$ cat config.mk
export PLATFORM = sky130hd
export DESIGN_NAME = sprite_pixel_fetch
export DESIGN_NICKNAME = d
export VERILOG_FILES = /design/src/rtl/sprite_pixel_fetch.sv
export SDC_FILE = /design/constraint.sdc
export NUM_CORES = 1
export LEC_CHECK = 0
export ABC_AREA = 1
export CAP_MARGIN = 20
export CORE_MARGIN = 2
export CORE_UTILIZATION = 51
export CTS_BUF_LIST = sky130_fd_sc_hd__clkbuf_4 sky130_fd_sc_hd__clkbuf_8
export CTS_CLUSTER_SIZE = 30
export DETAILED_ROUTE_END_ITERATION = 6
export PLACE_DENSITY_LB_ADDON = 0.2
export SLEW_MARGIN = 20
export SYNTH_ARGS = -nofsm -noshare
export SYNTH_HDL_FRONTEND = slang
export SYNTH_SLANG_ARGS = --single-unit
$ cat constraint.sdc
create_clock -name clock -period 2.56 [get_ports clock]
set_input_delay 0.384 -clock clock [delete_from_list [all_inputs] [get_ports clock]]
set_output_delay 0.384 -clock clock [all_outputs]
set_load 0.01 [all_outputs]
$ cat src/rtl/sprite_pixel_fetch.sv
// sprite_pixel_fetch: 8x8 sprite ROM address generator, pixel qualifier and animation sequencer.
// Define SPRITE_MIRROR_EN to add the h_flip input for horizontally mirrored sprites.
module sprite_pixel_fetch #(
    parameter int         COORD_W    = 10,
    parameter int         NUM_FRAMES = 7,
    parameter int         ANIM_DIV   = 8,
    parameter logic [3:0] TRANSP_IDX = 4'hF,
    parameter logic [8:0] BLANK_ADDR = 9'd448
) (
    input  logic               clock,
    input  logic               reset,
    input  logic               frame_start,
    input  logic               pix_valid,
    input  logic [COORD_W-1:0] hcount,
    input  logic [COORD_W-1:0] vcount,
    input  logic [COORD_W-1:0] sprite_x,
    input  logic [COORD_W-1:0] sprite_y,
    input  logic               sprite_en,
`ifdef SPRITE_MIRROR_EN
    input  logic               h_flip,
`endif
    input  logic [1:0]         anim_cmd,
    output logic [8:0]         rom_addr,
    input  logic [7:0]         rom_data,
    output logic               px_valid,
    output logic               px_hit,
    output logic [3:0]         px_color,
    output logic [2:0]         frame_idx
);
    localparam int W1    = COORD_W + 1;
    localparam int DIV_W = (ANIM_DIV > 1) ? $clog2(ANIM_DIV) : 1;

    typedef enum logic [1:0] {IDLE, PLAY, PAUSE} state_t;

    state_t             state, state_n;
    logic [DIV_W-1:0]   div, div_n;
    logic [2:0]         frame_n;
    logic [COORD_W-1:0] x_q, y_q;
    logic               en_q, flip_q;
    logic [W1-1:0]      hx, vy, xl, yl;
    logic [2:0]         dx, dy, col;
    logic               in_box, opaque;
    logic               hit_d1, hit_d2, valid_d1, valid_d2;
    logic               unused_hi;

    assign unused_hi = ^rom_data[7:4];

    // Widened compares so a box at the right/bottom edge never wraps onto column/row 0.
    always_comb begin
        hx     = {1'b0, hcount};
        vy     = {1'b0, vcount};
        xl     = {1'b0, x_q};
        yl     = {1'b0, y_q};
        in_box = pix_valid & en_q & (hx >= xl) & (hx < xl + W1'(8)) & (vy >= yl) & (vy < yl + W1'(8));
        dx     = hcount[2:0] - x_q[2:0];
        dy     = vcount[2:0] - y_q[2:0];
        col    = flip_q ? 3'd7 - dx : dx;
        opaque = hit_d2 & (rom_data[3:0] != TRANSP_IDX);
    end

    always_ff @(posedge clock) begin
        if (reset) begin
            x_q      <= '0;
            y_q      <= '0;
            en_q     <= 1'b0;
            rom_addr <= BLANK_ADDR;
            hit_d1   <= 1'b0;
            hit_d2   <= 1'b0;
            valid_d1 <= 1'b0;
            valid_d2 <= 1'b0;
            px_valid <= 1'b0;
            px_hit   <= 1'b0;
            px_color <= 4'h0;
        end else begin
            if (frame_start) begin
                x_q  <= sprite_x;
                y_q  <= sprite_y;
                en_q <= sprite_en;
            end
            rom_addr <= in_box ? {frame_idx, dy, col} : BLANK_ADDR;
            hit_d1   <= in_box;
            valid_d1 <= pix_valid;
            hit_d2   <= hit_d1;
            valid_d2 <= valid_d1;
            px_valid <= valid_d2;
            px_hit   <= opaque;
            px_color <= opaque ? rom_data[3:0] : 4'h0;
        end
    end

`ifdef SPRITE_MIRROR_EN
    always_ff @(posedge clock) begin
        if (reset) flip_q <= 1'b0;
        else if (frame_start) flip_q <= h_flip;
    end
`else
    assign flip_q = 1'b0;
`endif

    always_ff @(posedge clock) begin
        if (reset) begin
            state     <= IDLE;
            div       <= '0;
            frame_idx <= 3'd0;
        end else begin
            state     <= state_n;
            div       <= div_n;
            frame_idx <= frame_n;
        end
    end

    // A command in the same cycle as frame_start suppresses that cycle's advance.
    always_comb begin
        state_n = state;
        div_n   = div;
        frame_n = frame_idx;
        if (anim_cmd == 2'b01) state_n = PLAY;
        else if (anim_cmd == 2'b10) state_n = (state == PLAY) ? PAUSE : state;
        else if (anim_cmd == 2'b11) begin
            state_n = IDLE;
            div_n   = '0;
            frame_n = 3'd0;
        end else if (frame_start && state == PLAY) begin
            div_n = (div == DIV_W'(ANIM_DIV - 1)) ? '0 : div + 1'b1;
            if (div == DIV_W'(ANIM_DIV - 1))
                frame_n = (frame_idx == 3'(NUM_FRAMES - 1)) ? 3'd0 : frame_idx + 3'd1;
        end
    end
endmodule

==> flow_summary.toml, run 1 <==
[outcome]
status = "finished, final reports clean"

[cts]
cts_hold_buf = 0
cts.sinks = 48
cts_buffers = 5
clock_path_buffers = 2
postCtsSetupBuffers = 0
cts_tree = "done"
cts_htree_levels = 2
cts.root.buffer_cell = "clkbuf_8"
worstSkewPairLatency_ps = 300
clk_pin_slew_worst_paths_ps = 90
ctsResizeCount = 0

[pwr]
leakage_nw = 1.65
powerDensity_nw_per_um2 = 472
irDropWorstVdd_mv = 0.305

[route]
drt-wirelength-per-cell_um = 11.4
ant_nets = 0
vias_per_cell = 4.81
drc_errors = 0
firstDrtPassIters = 4
drt_iter0_drc = 82
totalWireLength_um = 5900
vias = 2480

[critical_path]
path_class = "flop to flop"
cp-end-kind = "flop"
arrival_ps = 2320
cp.required_ps = 2760
path_max_fanout = 7
critPathLaunchType = "flop"

[synthesis]
synthCells = 372
synth_seq_cells = 48
ys_warn_count = 0
netlist_area_sq_um = 2830
synth.yosys.seq_area_share = 0.339
synth.distinct_cells = 28
syn_nets = 472
avgSynthCellArea_sq_um = 7.62

[global_route]
grt_antenna_before_repair = 0
grt_pass1_vias = 2348
grt_max_degree = 40
grt_use_total = 0.201
grt_pass1_wl_um = 9920
grt_overflow = 0

[layout]
fillers = 494
final_common_cell = "clkdlybuf4s50_1"
diodes = 0
drive_gt1_frac = 0.0450
fin_nets = 543
area_growth_pct = 31.3
final_cell_mix = "clkdlybuf4s50_1, nand2_1, inv_1"

[timing]
setup_viol = 0
layout_min_cycle_time_ps = 2120
slew_viol_final = 0
hold_violations = 0
final.setup_skew_ps = 8.11
tightest_slew_ps = 363
fmax_mhz = 471
finalCritPeriodShare = 0.829
rsz0062_at_grt = "false"
setup_tns_ps = 0
setup_slack_ps = 438
max-slew-margin-rel = 0.755

[die]
core_sq_um = 5440
pin_count = 73
initial_core_util = 0.521
die_y_um = 78.5
dieArea_sq_um = 6170
num_rows = 27
dieWidth_um = 78.5

[placed_design]
port_buffers = 68
post-place-ws_ps = 213
hpwl_um = 4550
gp_congestion = 0.820

[flow_run]
cap_violations = 0

[worst_hold_path]
hold_class = "flop to flop"
final timing paths:
| kind | from | endpoint | slack (ps) | cells past startpoint |
|---|---|---|---|---|
| max | y_q[4] | rom_addr[7] | 440 | 12 |
| min | valid_d2 | px_valid | 410 | 2 |
| max reg2reg | y_q[4] | rom_addr[7] | 440 | 12 |
| min reg2reg | valid_d2 | px_valid | 410 | 2 |
routing by layer:
layer  wire, um  GRT usage
met5          0          0
met4         64     0.0544
met2       2690      0.338
met3        291     0.0425
met1       2860      0.260
final cells by class:
class	instances	area, sq um	area share
Timing Repair Buffer	71	703	0.189
Clock buffer	6	82.6	0.0222
Inverter	60	225	0.0605
Tap cell	72	90.1	0.0242
Sequential cell	48	961	0.258
Clock inverter	2	38.8	0.0104
Multi-Input combinational cell	257	1620	0.435
metrics by stage:
| step | area, sq um | hold slack (ps) | cells | utilization | total power, mW |
|---|---|---|---|---|---|
| 3_5_place_dp | 3600 | 398 | 508 | 0.662 | 1.19 |
| 2_1_floorplan | 2830 | 388 | 372 | - | 1.04 |
| 6_report | 3720 | 408 | 516 | 0.684 | 1.76 |
| 3_3_place_gp | 3600 | 395 | 508 | 0.662 | 1.18 |
| 4_1_cts | 3720 | 413 | 516 | 0.684 | 1.78 |
| 5_1_grt | 3720 | 435 | 516 | 0.684 | 1.87 |
cell usage after synthesis:
master | n | share of area
a21oi_1 | 37 | 0.065
nor2_2 | 3 | 0.0066
nand2_2 | 1 | 0.0022
inv_1 | 60 | 0.079
nand4_1 | 2 | 0.0044
o21a_1 | 2 | 0.0053
ha_1 | 43 | 0.19
fa_1 | 2 | 0.014
nand2_4 | 1 | 0.0040
clkbuf_1 | 6 | 0.0079
o21ai_0 | 26 | 0.046
o21ai_1 | 1 | 0.0018
nand3_1 | 8 | 0.014
a21o_1 | 1 | 0.0026
nand3_4 | 1 | 0.0062
nor3_2 | 2 | 0.0071
xor2_1 | 9 | 0.028
nand2_1 | 63 | 0.083
xnor2_1 | 3 | 0.0093
nor2_1 | 38 | 0.050
nor3_1 | 7 | 0.012
nor2_4 | 1 | 0.0040
dfxtp_1 | 48 | 0.34
a21boi_0 | 1 | 0.0026
nor4_1 | 2 | 0.0044
nand3b_1 | 2 | 0.0053
nor3b_1 | 1 | 0.0026
buf_2 | 1 | 0.0018
state kept, by name, summed over array words and instances (netlist names):
register / flops
div: 3
en_q: 1
frame_idx: 3
hit_d1: 1
hit_d2: 1
px_color: 4
px_hit: 1
px_valid: 1
rom_addr: 9
state: 2
valid_d1: 1
valid_d2: 1
x_q: 10
y_q: 10
power by group:
group          total [mW]  internal (mW)  switching (mW)
Combinational       0.380          0.185           0.195
Clock               0.582          0.320           0.263
Sequential          0.796          0.776          0.0197
Total                1.76           1.28           0.478
worst max-delay path, cell delays in order (launching register included):
cell	delay [ps]
dfxtp_1	370
ha_1	200
nand2_1	70
nor2_1	160
nand3_1	110
xor2_1	170
ha_1	300
nand2_1	80
o21ai_1	70
nor2_2	150
nand2_4	100
nor2_4	180
nand2_1	60
cells by family (layout without fill, tap and decap cells):
family	count (synthesis)	after routing	share of synthesized area
xor+xnor	12	12	0.0371
simple gates	132	132	0.207
compound gates	68	68	0.124
buf+inv	67	139	0.0892
flops	48	48	0.339
fa+ha+maj	45	45	0.204
(Power assumes the default switching activity.)
==> run 2: changes to the inputs <==
- CORE_UTILIZATION: 51 -> 46
- clock period: 2.56 -> 1.9 ns (I/O delays scaled with it)
==> run 2 against run 1 <==
- the run now ends with setup timing left
- clock skew rose by 6.3 ps
- combinational power rose by 61%
- fmax rose by 8.7%
- sequential cell count did not move
- global-route usage fell by 0.26 points
- core utilization rose by 2.2 points
- cell count rose by 8.7%
- non-clock buffer count rose by 42
- hold slack got worse by 2.6 ps
- critical endpoint is now rom_addr[6]
- largest cell class unchanged
- largest power group unchanged
==> flow_summary.toml, run 2 (synthesized netlist as in run 1, its figures left out) <==
[placed_design]
place_area_sq_um = 3850
hpwl_um = 5050
gp_congestion = 0.891
post-place-ws_ps = -295
port_buffers = 68

[pwr]
powerDensity_nw_per_um2 = 593
leakage_nw = 1.89
irDropWorstVdd_mv = 0.358
power_mw = 2.48

[timing]
tightest_slew_ps = 355
rsz0062_at_grt = "true"
setup_tns_ps = -253
layout_min_cycle_time_ps = 1950
setup_slack_ps = -52.4
fmax_mhz = 512
finalCritPeriodShare = 1.03
max-slew-margin-rel = 0.763
hold_violations = 0
setup_viol = 8
final.setup_skew_ps = 14.4
slew_viol_final = 0

[critical_path]
arrival_ps = 2160
critPathLaunchType = "flop"
r2r_cells = 12
cp.required_ps = 2110
path_max_fanout = 7
path_class = "flop to flop"
cp-end-kind = "flop"

[cts]
clock_path_buffers = 2
cts.sinks = 48
cts.root.buffer_cell = "clkbuf_8"
cts_htree_levels = 2
worstSkewPairLatency_ps = 310
cts_hold_buf = 0
cts_tree = "done"
cts_buffers = 5
clk_pin_slew_worst_paths_ps = 90

[worst_hold_path]
hold_class = "flop to flop"
whs_path_depth = 2

[layout]
multi_input_area_sq_um = 1730
final_cell_area_sq_um = 4180
final_common_cell = "clkdlybuf4s50_1"
diodes = 0
final_cell_mix = "clkdlybuf4s50_1, inv_1, nand2_1"
fillers = 484
reg_top3 = "x_q (10), y_q (10), rom_addr (9)"
area_growth_pct = 47.5
drive_gt1_frac = 0.177
seq_area_sq_um = 981
final_core_util = 0.706
fin_nets = 585

[outcome]
violations = "setup timing"
status = "finished with violations"

[flow_run]
cap_violations = 0

[route]
firstDrtPassIters = 4
drc_errors = 0
ant_nets = 0
vias = 2695
totalWireLength_um = 6650
drt_iter0_drc = 60
drt-wirelength-per-cell_um = 11.8
vias_per_cell = 4.80

[die]
core_sq_um = 5920
num_rows = 28
dieArea_sq_um = 6800
die_y_um = 82.5
pin_count = 73
dieWidth_um = 82.5
initial_core_util = 0.479

[global_route]
grt_antenna_before_repair = 0
grt_use_total = 0.198
grt_pass1_vias = 2553
grt_max_degree = 40
grt_overflow = 0
grt_pass1_wl_um = 10500
## run 2: changes by cell type in the layout (fill, tap and decap cells not counted), sizes merged
| cell | before | now |
|---|---|---|
| buf | 3 | 45 |
## run 2: repair_timing
item	4_1_cts	5_1_grt
pin swaps	13	14
gates resized for setup	33	8
setup buffers	5	4
endpoints found under the setup margin	10	10
## run 2: through the flow
stage / instances / hold slack (ps)
2_1_floorplan: 372 / 388
3_3_place_gp: 544 / 395
4_1_cts: 557 / 409
5_1_grt: 561 / 434
3_5_place_dp: 544 / 395
6_report: 561 / 406
## run 2: final cells by class
cell class,instances,share of cell area
clock buffers,6,0.0198
inverters,60,0.0545
flip-flops and latches,48,0.235
multi-input cells,257,0.414
well taps,75,0.0225
repair buffers,113,0.246
clock inverters,2,0.00928
## run 2: worst max-delay path, cell delays in order, from the launching register on
cell,delay (ps)
dfxtp_4,380
ha_4,140
nand2_2,70
nor2_4,100
nand3_2,80
xor2_1,150
ha_1,300
nand4_1,130
nor2_1,70
nor2_2,130
nand2_4,110
nor2_4,140
nand2_1,60
## run 2: power by group
part / switching, mW / internal, mW
Combinational: 0.294 / 0.316
Clock: 0.359 / 0.431
Sequential: 0.0327 / 1.04
## run 2: routing by layer
metal	track usage	up-vias	wire length [um]	share of wire
li1	-	1424	-	-
met3	0.0402	12	262	0.039
met4	0.0525	0	105	0.016
met2	0.354	54	3280	0.49
met1	0.241	1205	3000	0.45
met5	0	-	0	0
## run 2: worst paths after layout
kind | end | slack [ps] | start
worst max-delay path | rom_addr[6] | -50 | y_q[4]
worst max register to register | rom_addr[6] | -50 | y_q[4]
worst min-delay path | valid_d2 | 410 | valid_d1
worst min register to register | valid_d2 | 410 | valid_d1
